<file path="src/rtl/alu_cmd_sequencer.sv">
// ---------------------------------------------------------------------------
// alu_cmd_sequencer
//
// Byte-serial command front-end for the 8-bit combinational ALU.
// A command is a header byte followed by operand A and operand B.
//
// Header byte layout:
//   [2:0] ALU control
//   [6:3] shift amount
//   [7]   chain
//
// With chain set, operand A is taken from the last result (the accumulator)
// and the A beat is skipped. Operands are registered onto the ALU ports.
// The ALU result and flags are captured after one EXEC cycle and presented
// downstream on a valid/ready port.
//
// Ports:
//   clk, rst              clock; synchronous active-high reset
//   in_data/valid/ready   upstream byte stream (valid/ready handshake)
//   alu_a, alu_b          registered operands to the ALU
//   alu_ctrl, alu_samt    registered control and shift amount to the ALU
//   alu_result, alu_flags combinational ALU response;
//                         flags are {OVERFLOW, NEGATIVE, ZERO, CARRY}
//   out_result/flags      captured response, held until the next EXEC
//   out_valid, out_ready  downstream handshake
//   busy                  high whenever not waiting for a header
// ---------------------------------------------------------------------------
module alu_cmd_sequencer #(
    parameter bit CHAIN_EN = 1'b1
) (
    input  logic       clk,
    input  logic       rst,
    input  logic [7:0] in_data,
    input  logic       in_valid,
    output logic       in_ready,
    output logic [7:0] alu_a,
    output logic [7:0] alu_b,
    output logic [2:0] alu_ctrl,
    output logic [3:0] alu_samt,
    input  logic [7:0] alu_result,
    input  logic [3:0] alu_flags,
    output logic [7:0] out_result,
    output logic [3:0] out_flags,
    output logic       out_valid,
    input  logic       out_ready,
    output logic       busy
);

    typedef enum logic [2:0] {
        S_HDR,
        S_OPA,
        S_OPB,
        S_EXEC,
        S_OUT
    } state_t;

    state_t     state_q, state_d;
    logic [7:0] a_q, a_d;
    logic [7:0] b_q, b_d;
    logic [2:0] ctrl_q, ctrl_d;
    logic [3:0] samt_q, samt_d;
    logic [7:0] res_q, res_d;
    logic [3:0] flags_q, flags_d;
    logic [7:0] acc_q, acc_d;
    logic       accept;
    logic       chain_eff;

    // in_ready depends on state only, so out_ready never reaches it
    // combinationally.
    assign in_ready = (state_q == S_HDR) || (state_q == S_OPA) || (state_q == S_OPB);
    assign accept   = in_valid && in_ready;

    // With chaining disabled, header bit 7 is ignored.
    assign chain_eff = CHAIN_EN ? in_data[7] : 1'b0;

    always_comb begin
        state_d = state_q;
        a_d     = a_q;
        b_d     = b_q;
        ctrl_d  = ctrl_q;
        samt_d  = samt_q;
        res_d   = res_q;
        flags_d = flags_q;
        acc_d   = acc_q;
        case (state_q)
            S_HDR: begin
                if (accept) begin
                    ctrl_d = in_data[2:0];
                    samt_d = in_data[6:3];
                    if (chain_eff) begin
                        a_d     = acc_q;
                        state_d = S_OPB;
                    end else begin
                        state_d = S_OPA;
                    end
                end
            end
            S_OPA: begin
                if (accept) begin
                    a_d     = in_data;
                    state_d = S_OPB;
                end
            end
            S_OPB: begin
                if (accept) begin
                    b_d     = in_data;
                    state_d = S_EXEC;
                end
            end
            S_EXEC: begin
                // The ALU has had the whole cycle to settle on the registered operands.
                res_d   = alu_result;
                flags_d = alu_flags;
                acc_d   = alu_result;
                state_d = S_OUT;
            end
            S_OUT: begin
                if (out_ready) begin
                    state_d = S_HDR;
                end
            end
            default: state_d = S_HDR;
        endcase
    end

    always_ff @(posedge clk) begin
        if (rst) begin
            state_q <= S_HDR;
            a_q     <= '0;
            b_q     <= '0;
            ctrl_q  <= '0;
            samt_q  <= '0;
            res_q   <= '0;
            flags_q <= '0;
            acc_q   <= '0;
        end else begin
            state_q <= state_d;
            a_q     <= a_d;
            b_q     <= b_d;
            ctrl_q  <= ctrl_d;
            samt_q  <= samt_d;
            res_q   <= res_d;
            flags_q <= flags_d;
            acc_q   <= acc_d;
        end
    end

    assign alu_a      = a_q;
    assign alu_b      = b_q;
    assign alu_ctrl   = ctrl_q;
    assign alu_samt   = samt_q;
    assign out_result = res_q;
    assign out_flags  = flags_q;
    // OUT is entered exactly at the edge that ends EXEC, so this is a registered valid.
    assign out_valid  = (state_q == S_OUT);
    assign busy       = (state_q != S_HDR);

endmodule

</file>
<file path="config.mk">
export PLATFORM = sky130hd
export DESIGN_NAME = alu_cmd_sequencer
export DESIGN_NICKNAME = d
export VERILOG_FILES = /design/src/rtl/alu_cmd_sequencer.sv
export SDC_FILE = /design/constraint.sdc
export NUM_CORES = 1
export LEC_CHECK = 0
export CAP_MARGIN = 10
export CORE_MARGIN = 1.5
export CORE_UTILIZATION = 42
export DETAILED_ROUTE_END_ITERATION = 16
export PLACE_DENSITY = 0.78
export SETUP_SLACK_MARGIN = 0.5
export SKIP_LAST_GASP = 1
export SLEW_MARGIN = 20
export SYNTH_ARGS = -nofsm -noshare
export SYNTH_HDL_FRONTEND = slang
export SYNTH_SLANG_ARGS = --single-unit
export TNS_END_PERCENT = 100
</file>
<file path="constraint.sdc">
create_clock -name clk -period 1.74 [get_ports clk]
set_input_delay 0.348 -clock clk [delete_from_list [all_inputs] [get_ports clk]]
set_output_delay 0.348 -clock clk [all_outputs]
set_load 0.02 [all_outputs]
</file>
==> summary.txt, run 1 <==
GRT
  • Vias in the first global route: 1,400
  • Largest net degree at the start of global routing: 36
  • First-pass GRT wire length: 6480 um
  • Overall Global Routing Usage: 0.201
  • Grt ovf: 0
  • Initial antenna violation count: 0

Placement
  • DP HPWL: 2550 um
  • Port-buffer cells: 61
  • Final GP Congestion: 0.772
  • Pre-CTS setup slack: 56.8 ps
  • Area of placed instances: 2250 sq um

Yosys
  • Simple-Gate Fraction of Synth Area: 0.194
  • Ys Warns: 0
  • Synth Area per Inst: 9.13 sq um
  • Post-synth top area share: 0.490
  • Yosys reg bits: 38
  • Post-synthesis cell count: 170
  • Largest area contributor in the synthesized netlist: dfxtp_1
  • Post-synth ARST share: 0
  • Xor/xnor share of the synthesized area: 0
  • Number of enable flip-flop cells after synthesis: 0
  • Post-synthesis sequential area ratio: 0.490
  • Complex-gate fraction of the synthesized area: 0.157
  • Adder-cell share of the synthesized area: 0
  • Syn Nets: 194
  • Synth top area cells: dfxtp_1 (49%), mux2i_1 (9.7%), nand2_1 (7.5%), a21oi_1 (6.8%), nor2_1 (3.6%)
  • Mux contribution to synthesized area: 0.0967
  • Synth unique cells: 31
  • Post-Syn Area: 1550 sq um
  • Most frequent cell after synthesis: dfxtp_1
  • Main combinational cell family by area after synthesis: simple AND/OR/NAND/NOR gates
  • List of most frequent post-synthesis cells: dfxtp_1 (38), nand2_1 (31), a21oi_1 (21)
  • Post-synth top flop: dfxtp_1

Timing
  • Min Clock Period, post-route: 1480 ps
  • Final slew viol count: 0
  • Hold Fails Final Rpt: 0
  • Period Utilization, post-route: 0.853
  • Worst setup margin: 256 ps
  • Worst rel slew slack: 0.804
  • Worst Skew: 4.70 ps
  • Setup TNS: 0 ps
  • Finish-stage setup viols: 0
  • RSZ-0062 raised after global routing: true
  • Max Clock Freq: 674 MHz
  • Worst-margin pin slew: 293 ps

Cells and area
  • Final Net Count: 272
  • Ant diodes: 0
  • Design area: 2420 sq um
  • P&R area growth vs syn: 55.8%
  • Layout cell share with drive strength beyond 1: 0.394
  • Layout filler cell count: 279

Power and ir drop
  • Combinational fraction of design power: 0.220
  • Switch Pwr: 547 uW
  • Seq pwr share: 0.472
  • PD cells: 827 nW/um^2
  • Clock power frac: 0.308
  • Pwr Total: 2.00 mW
  • Leak Pwr: 1.04 nW
  • Sw frac: 0.273
  • Power Internal: 1.45 mW
  • Peak VDD IR: 0.588 mV

Drt
  • First DRT Iteration DRCs: 61
  • Final wirelength: 4290 um
  • Vias per inst: 5.01
  • First-pass iteration count of the detailed router: 4
  • DRC viols: 0
  • DRT antenna net count: 0
  • Wire length per cell: 14.5 um
  • Vias: 1,479

Critical path
  • Element type at the critical path start: register
  • WS Path Type: reg2out
  • Worst Path Required: 1390 ps
  • Worst Path Arrival: 1140 ps
  • Crit path max fanout: 3
  • Crit end category: output pin

CTS
  • CTS max path bufs: 2
  • CTS buffer count: 5
  • Root Buffer: clkbuf_8
  • Clk sink count: 38
  • Clk Latency, worst-skew pair: 290 ps
  • H-tree levels: 2
  • Hold_buf cts: 0
  • CTS tree: yes
  • Clock transition at the registers of the reported paths: 70 ps

Job
  • Max cap viols: 0

Die
  • Initial Util: 0.451
  • Die ar.: 4070 sq um
  • Die Y: 63.8 um
  • Number of I/O pins: 62
  • Row cnt: 21
  • Core ar.: 3440 sq um
  • Die width: 63.8 um

Worst hold path
  • Worst hold-check path type: reg2reg

Status
  • Status: completed
-- registers in the layout (all words and copies together), names as in the netlist --
| register | count |
|---|---|
| acc_q | 8 |
| alu_a | 8 |
| alu_b | 8 |
| alu_ctrl | 3 |
| alu_samt | 4 |
| out_flags | 4 |
| state_q | 3 |
-- critical path, cell delays in order, from the launching register on --
cell and delay, ps:
dfxtp_2 330, or3_4 380, buf_6 140
-- per-layer routing --
metal,vias up,routed length (um),track usage
li1,736,-,-
met1,697,1860,0.254
met2,42,2160,0.322
met3,4,232,0.0687
met4,0,30,0.0625
met5,-,0,0
-- layout make-up --
class	count	area, sq um	share of cell area
repair buffers	84	688	0.285
well taps	46	57.6	0.0238
clock inverters	1	5.00	0.00207
flip-flops and latches	38	767	0.317
inverters	3	11.3	0.00466
multi-input cells	116	803	0.332
clock buffers	7	86.3	0.0357
-- power by group through the flow --
stage | Clock, mW | Sequential [mW] | Combinational (mW)
6_report | 0.615 | 0.943 | 0.441
5_1_grt | 0.679 | 0.948 | 0.471
4_1_cts | 0.632 | 0.938 | 0.402
3_5_place_dp | 0 | 0.957 | 0.395
3_3_place_gp | 0 | 0.957 | 0.392
2_1_floorplan | 0 | 1.00 | 0.169
-- timing repair --
item,CTS,global route
buffers inserted,9,1
cloned,1,2
endpoints found under the setup margin,75,49
gates resized for setup,160,43
hold endpoints to repair,0,0
pin swaps,6,20
-- worst paths after layout --
check / startpoint / endpoint / slack (ps) / cells after the start
worst min register to register: out_flags[0] / out_flags[0] / 460 / 2
worst max-delay path: state_q[2] / busy / 260 / 2
worst min-delay path: out_flags[0] / out_flags[0] / 460 / 2
worst max register to register: state_q[1] / alu_a[5] / 370 / 6
-- through the flow --
step | instances | utilization | hold slack (ps)
after floorplan | 170 | - | 484
after global placement | 274 | 0.655 | 444
after detailed placement | 274 | 0.655 | 450
after CTS | 292 | 0.678 | 461
after global routing | 295 | 0.703 | 480
final | 295 | 0.703 | 457
-- cells by family (layout without fill, tap and decap cells) --
family	count (synthesis)	in the layout
muxes	15	15
buffers and inverters	17	95
DFF	38	38
and+or+nand+nor	61	62
AOI/OAI and AO/OA	39	39
-- layout by cell type (no fill, tap or decap), types with 3 or more instances in the layout --
cell,instances
clkbuf_8,6
buf_2,35
o21ai_0,6
buf_6,11
nor2_1,15
nand2_2,8
a21oi_1,14
a21oi_2,5
clkdlybuf4s50_1,21
a311oi_2,3
mux2i_1,15
buf_4,12
nand2_1,23
a311oi_1,3
dfxtp_1,35
Note: power is estimated with default switching activity, not from simulation.
==> inputs of run 2 (changes only) <==
Settings changed: CORE_UTILIZATION 42 to 38, PLACE_DENSITY 0.78 to 0.74, REMOVE_ABC_BUFFERS set to 1.
Clock period 1.74 ns to 1.2 ns, I/O delays scaled along.
==> summary.txt, run 2 (synthesis gave the netlist of run 1 again) <==
Critical path
  • Setup slack, reg-to-reg: -260 ps
  • WS Path Type: reg2reg
  • Crit path max fanout: 7
  • Worst Setup EP: alu_samt[2]
  • Element type at the critical path start: register
  • R2R Path End: alu_samt[2]
  • Reg-to-reg critical path startpoint: state_q[0]
  • Setup crit start: state_q[0]
  • Reg2Reg Depth: 5
  • Worst Path Required: 1390 ps
  • Crit end category: register
  • Worst Path Arrival: 1650 ps

CTS
  • CTS tree: yes
  • Clock transition at the registers of the reported paths: 80 ps
  • Hold_buf cts: 0
  • Root Buffer: clkbuf_8
  • H-tree levels: 2
  • CTS max path bufs: 2
  • Clk sink count: 38
  • CTS buffer count: 5
  • Clk Latency, worst-skew pair: 290 ps

GRT
  • Overall Global Routing Usage: 0.220
  • Initial antenna violation count: 0
  • Vias in the first global route: 1,533
  • Grt ovf: 0
  • First-pass GRT wire length: 7250 um
  • Largest net degree at the start of global routing: 15

Status
  • Failing checks: negative setup slack
  • Status: finished with violations

Timing
  • RSZ-0062 raised after global routing: true
  • Worst rel slew slack: 0.781
  • Worst-margin pin slew: 326 ps
  • Hold Fails Final Rpt: 0
  • Worst setup margin: -264 ps
  • Finish-stage setup viols: 40
  • Worst Skew: 9.59 ps
  • Period Utilization, post-route: 1.22
  • Final slew viol count: 0
  • Min Clock Period, post-route: 1460 ps
  • Max Clock Freq: 683 MHz

Cells and area
  • Commonest non-fill, non-tap cell in the layout: buf_6
  • Layout cell share with drive strength beyond 1: 0.607
  • Ant diodes: 0
  • P&R area growth vs syn: 91.5%
  • Final Net Count: 303
  • Fin util: 0.749
  • FF+latch area: 811 sq um
  • Multi-input logic area: 825 sq um
  • Layout filler cell count: 263
  • Cell Count, Final, Fillers Out: 330
  • Most frequent cells in the layout: buf_6 (54), dfxtp_2 (37), buf_4 (35), nand2_1 (24), clkdlybuf4s50_1 (22)

Drt
  • Final wirelength: 5200 um
  • Vias per inst: 5.03
  • Wire length per cell: 15.7 um
  • First DRT Iteration DRCs: 104
  • DRT antenna net count: 0
  • Vias: 1,661
  • DRC viols: 0
  • First-pass iteration count of the detailed router: 4

Die
  • Number of I/O pins: 62
  • Die ar.: 4480 sq um
  • Initial Util: 0.391
  • Row cnt: 23
  • Die Y: 66.9 um
  • Die width: 66.9 um
  • Core ar.: 3970 sq um

Placement
  • Final GP Congestion: 0.785
  • DP HPWL: 2990 um
  • Cells after DPL: 299
  • Port-buffer cells: 61

Power and ir drop
  • Leak Pwr: 1.24 nW
  • Peak VDD IR: 0.817 mV
  • PD cells: 1060 nW/um^2

Worst hold path
  • Worst hold-check path type: reg2reg

Job
  • Max cap viols: 0
## run 2: cell types whose count changed in the layout (fill, tap and decap cells not counted), moves of 2 or more
cell     previous run  this run
nor3b_2             0         2
nand2_4             0         2
buf_6              11        54
buf_4              12        35
dfxtp_1            35         0
dfxtp_2             2        37
a21oi_1            14        12
a21oi_2             5         7
buf_2              35         1
nand2_2             8         5
## run 2: power by group
part	switching (mW)	internal, mW	total, mW	leakage [nW]
clock network	0.460	0.464	0.924	0.0482
registers	0.0490	1.33	1.38	0.327
logic	0.372	0.460	0.832	0.868
total	0.881	2.26	3.14	1.24
## run 2: metrics by stage
stage	setup TNS [ps]	setup slack [ps]	power (mW)	cell area [sq um]	hold WS [ps]
3_3_place_gp	-9960	-352	1.99	2410	441
2_1_floorplan	-5280	-389	1.64	1470	308
3_5_place_dp	-11350	-458	2.00	2410	446
4_1_cts	-2900	-184	3.03	2750	447
6_report	-5230	-264	3.14	2970	481
5_1_grt	-7180	-274	3.26	2970	504
## run 2: worst min-delay path by stage
stage,endpoint,start,cells past startpoint,slack (ps)
4_1_cts,state_q[1],in_valid,3,450
3_3_place_gp,out_flags[1],out_flags[1],2,440
5_1_grt,out_flags[2],out_flags[2],2,500
2_1_floorplan,alu_a[0],rst,1,310
6_report,out_flags[1],out_flags[1],2,480
3_5_place_dp,out_flags[2],out_flags[2],2,450
## run 2: final cells by class
type	instances	area share
clock inverters	1	0.00168
clock buffers	7	0.0290
multi-input cells	115	0.277
inverters	3	0.00379
well taps	50	0.0210
repair buffers	116	0.394
flip-flops and latches	38	0.273
## run 2: repair_timing
| item | in CTS | in global routing |
|---|---|---|
| resized for setup | 281 | 40 |
| setup endpoints to repair | 76 | 76 |
| cloned | 1 | 0 |
| pin swaps | 11 | 23 |
| buffers inserted | 13 | 9 |
## run 2: critical path, stage by stage (launching register included)
cell,delay [ps]
dfxtp_2,350
buf_6,130
nor4b_4,340
buf_6,210
mux2i_2,250
nor2_1,70
## run 2: per-layer routing
| layer | track usage | share of wire | vias up |
|---|---|---|---|
| met3 | 0.0676 | 0.064 | 14 |
| met2 | 0.344 | 0.49 | 62 |
| li1 | - | - | 798 |
| met1 | 0.279 | 0.42 | 787 |
| met5 | 0 | 0 | - |
| met4 | 0.0944 | 0.028 | 0 |
==> inputs of run 3 (changes only) <==
Settings changed: CORE_UTILIZATION 38 to 34, CTS_CLUSTER_SIZE set to 24, PLACE_DENSITY 0.74 to 0.68.
==> summary.txt, run 3 (synthesis gave the netlist of run 1 again) <==
Power and ir drop
  • Clock power frac: 0.385
  • Pwr Total: 3.47 mW
  • PD cells: 1200 nW/um^2
  • Combinational fraction of design power: 0.218
  • Power Internal: 2.65 mW
  • Leak Pwr: 1.23 nW
  • Seq pwr share: 0.398
  • Sw frac: 0.238
  • Peak VDD IR: 0.736 mV
  • Switch Pwr: 826 uW

Drt
  • First-pass iteration count of the detailed router: 4
  • Final wirelength: 4550 um
  • Wire length per cell: 14.0 um
  • Vias: 1,564
  • DRC viols: 0
  • DRT antenna net count: 0
  • First DRT Iteration DRCs: 63
  • Vias per inst: 4.80

CTS
  • CTS tree: yes
  • Hold_buf cts: 0
  • H-tree levels: 2
  • Clk Latency, worst-skew pair: 290 ps
  • Clock transition at the registers of the reported paths: 70 ps
  • Clk sink count: 38
  • CTS buffer count: 5
  • Root Buffer: clkbuf_8
  • CTS max path bufs: 2

Status
  • Failing checks: negative setup slack
  • Status: finished with violations

Timing
  • Worst setup margin: -219 ps
  • Period Utilization, post-route: 1.18
  • Finish-stage setup viols: 40
  • Max Clock Freq: 705 MHz
  • Min Clock Period, post-route: 1420 ps
  • Hold Fails Final Rpt: 0
  • Worst Skew: 6.41 ps
  • Worst-margin pin slew: 421 ps
  • RSZ-0062 raised after global routing: true
  • Final slew viol count: 0
  • Fin Hold WS: 463 ps
  • Worst rel slew slack: 0.712

Cells and area
  • Commonest non-fill, non-tap cell in the layout: buf_6
  • Ant diodes: 0
  • P&R area growth vs syn: 86.1%
  • Cell Count, Final, Fillers Out: 326
  • Final Net Count: 297
  • Layout cell share with drive strength beyond 1: 0.536
  • Most frequent cells in the layout: buf_6 (49), dfxtp_2 (37), buf_4 (34), nand2_1 (31), clkdlybuf4s50_1 (22)
  • Layout filler cell count: 348

Critical path
  • Setup crit start: state_q[0]
  • WS Path Type: reg2reg
  • Crit path max fanout: 8
  • Worst Path Arrival: 1600 ps
  • Setup slack, reg-to-reg: -220 ps
  • Element type at the critical path start: register
  • Crit end category: register
  • CP peak stage delay: 340 ps
  • Worst Path Required: 1380 ps
  • Reg2Reg Depth: 6
  • Most used cell, CP: buf_6
  • CP max stage cell: dfxtp_2
  • Reg-to-reg critical path startpoint: state_q[0]
  • R2R Path End: alu_b[4]
  • Critical path, cell by cell: buf_6 -> buf_8 -> and4bb_2 -> buf_6 -> mux2i_1 -> nor2_1

Die
  • Die ar.: 4980 sq um
  • Core ar.: 4380 sq um
  • Die Y: 70.6 um
  • Initial Util: 0.354
  • Row cnt: 24
  • Die width: 70.6 um
  • Number of I/O pins: 62

Worst hold path
  • Worst hold-check path type: reg2reg
  • Hold Path Depth: 2
  • Hold Startpoint: out_flags[3]
  • Hold path endpoint: out_flags[3]

GRT
  • Vias in the first global route: 1,499
  • Overall Global Routing Usage: 0.179
  • Largest net degree at the start of global routing: 17
  • First-pass GRT wire length: 7150 um
  • Grt ovf: 0
  • Initial antenna violation count: 0

Placement
  • Final GP Congestion: 0.759
  • DP HPWL: 2920 um
  • Port-buffer cells: 61
  • Cells after DPL: 302

Job
  • Max cap viols: 0
[run 3: area by class of cell]
class / count / area (sq um) / share of cell area
clock buffer: 6 / 82.6 / 0.0286
sequential: 38 / 811 / 0.281
inverter: 3 / 18.8 / 0.00650
clock inverter: 2 / 60.1 / 0.0208
tap: 52 / 65.1 / 0.0225
timing repair buffer: 110 / 1110 / 0.386
multi-input combinational: 115 / 737 / 0.255
[run 3: power by group through the flow]
stage | clock [mW] | combinational [mW] | sequential, mW
2_1_floorplan | 0 | 0.178 | 1.46
3_3_place_gp | 0 | 0.612 | 1.39
3_5_place_dp | 0 | 0.618 | 1.38
4_1_cts | 1.36 | 0.679 | 1.38
5_1_grt | 1.43 | 0.801 | 1.39
6_report | 1.34 | 0.756 | 1.38
[run 3: worst max-delay path, delay by kind of cell, from the launching register on]
| kind | cells | cell delay, ps |
|---|---|---|
| flops | 1 | 340 |
| buf+inv | 3 | 380 |
| simple gates | 2 | 390 |
| mux | 1 | 200 |
[run 3: metal layers]
metal	routed length [um]	GRT usage
met3	310	0.0570
met2	2190	0.282
met5	0	0
met1	1980	0.237
met4	65	0.0524
[run 3: timing repair]
| action | CTS | global route |
|---|---|---|
| setup buffers | 4 | 10 |
| setup endpoints to repair | 76 | 76 |
| gates cloned | 0 | 2 |
| endpoints found under the hold margin | 0 | 0 |
| pin swaps | 9 | 13 |
| gates resized for setup | 281 | 20 |
[run 3: per-stage QoR]
step	TNS [ps]	setup WS (ps)	util	cell area, sq um
5_1_grt	-7910	-263	0.659	2890
3_3_place_gp	-9200	-327	0.548	2400
6_report	-6010	-219	0.659	2890
3_5_place_dp	-9890	-364	0.548	2400
2_1_floorplan	-5280	-389	-	1470
4_1_cts	-5340	-190	0.624	2740
[run 3: worst max-delay path by stage]
stage | end | slack [ps]
5_1_grt | alu_b[0] | -260
2_1_floorplan | alu_ctrl[0] | -390
4_1_cts | alu_ctrl[1] | -190
3_3_place_gp | alu_ctrl[1] | -330
6_report | alu_b[4] | -220
3_5_place_dp | alu_samt[3] | -360
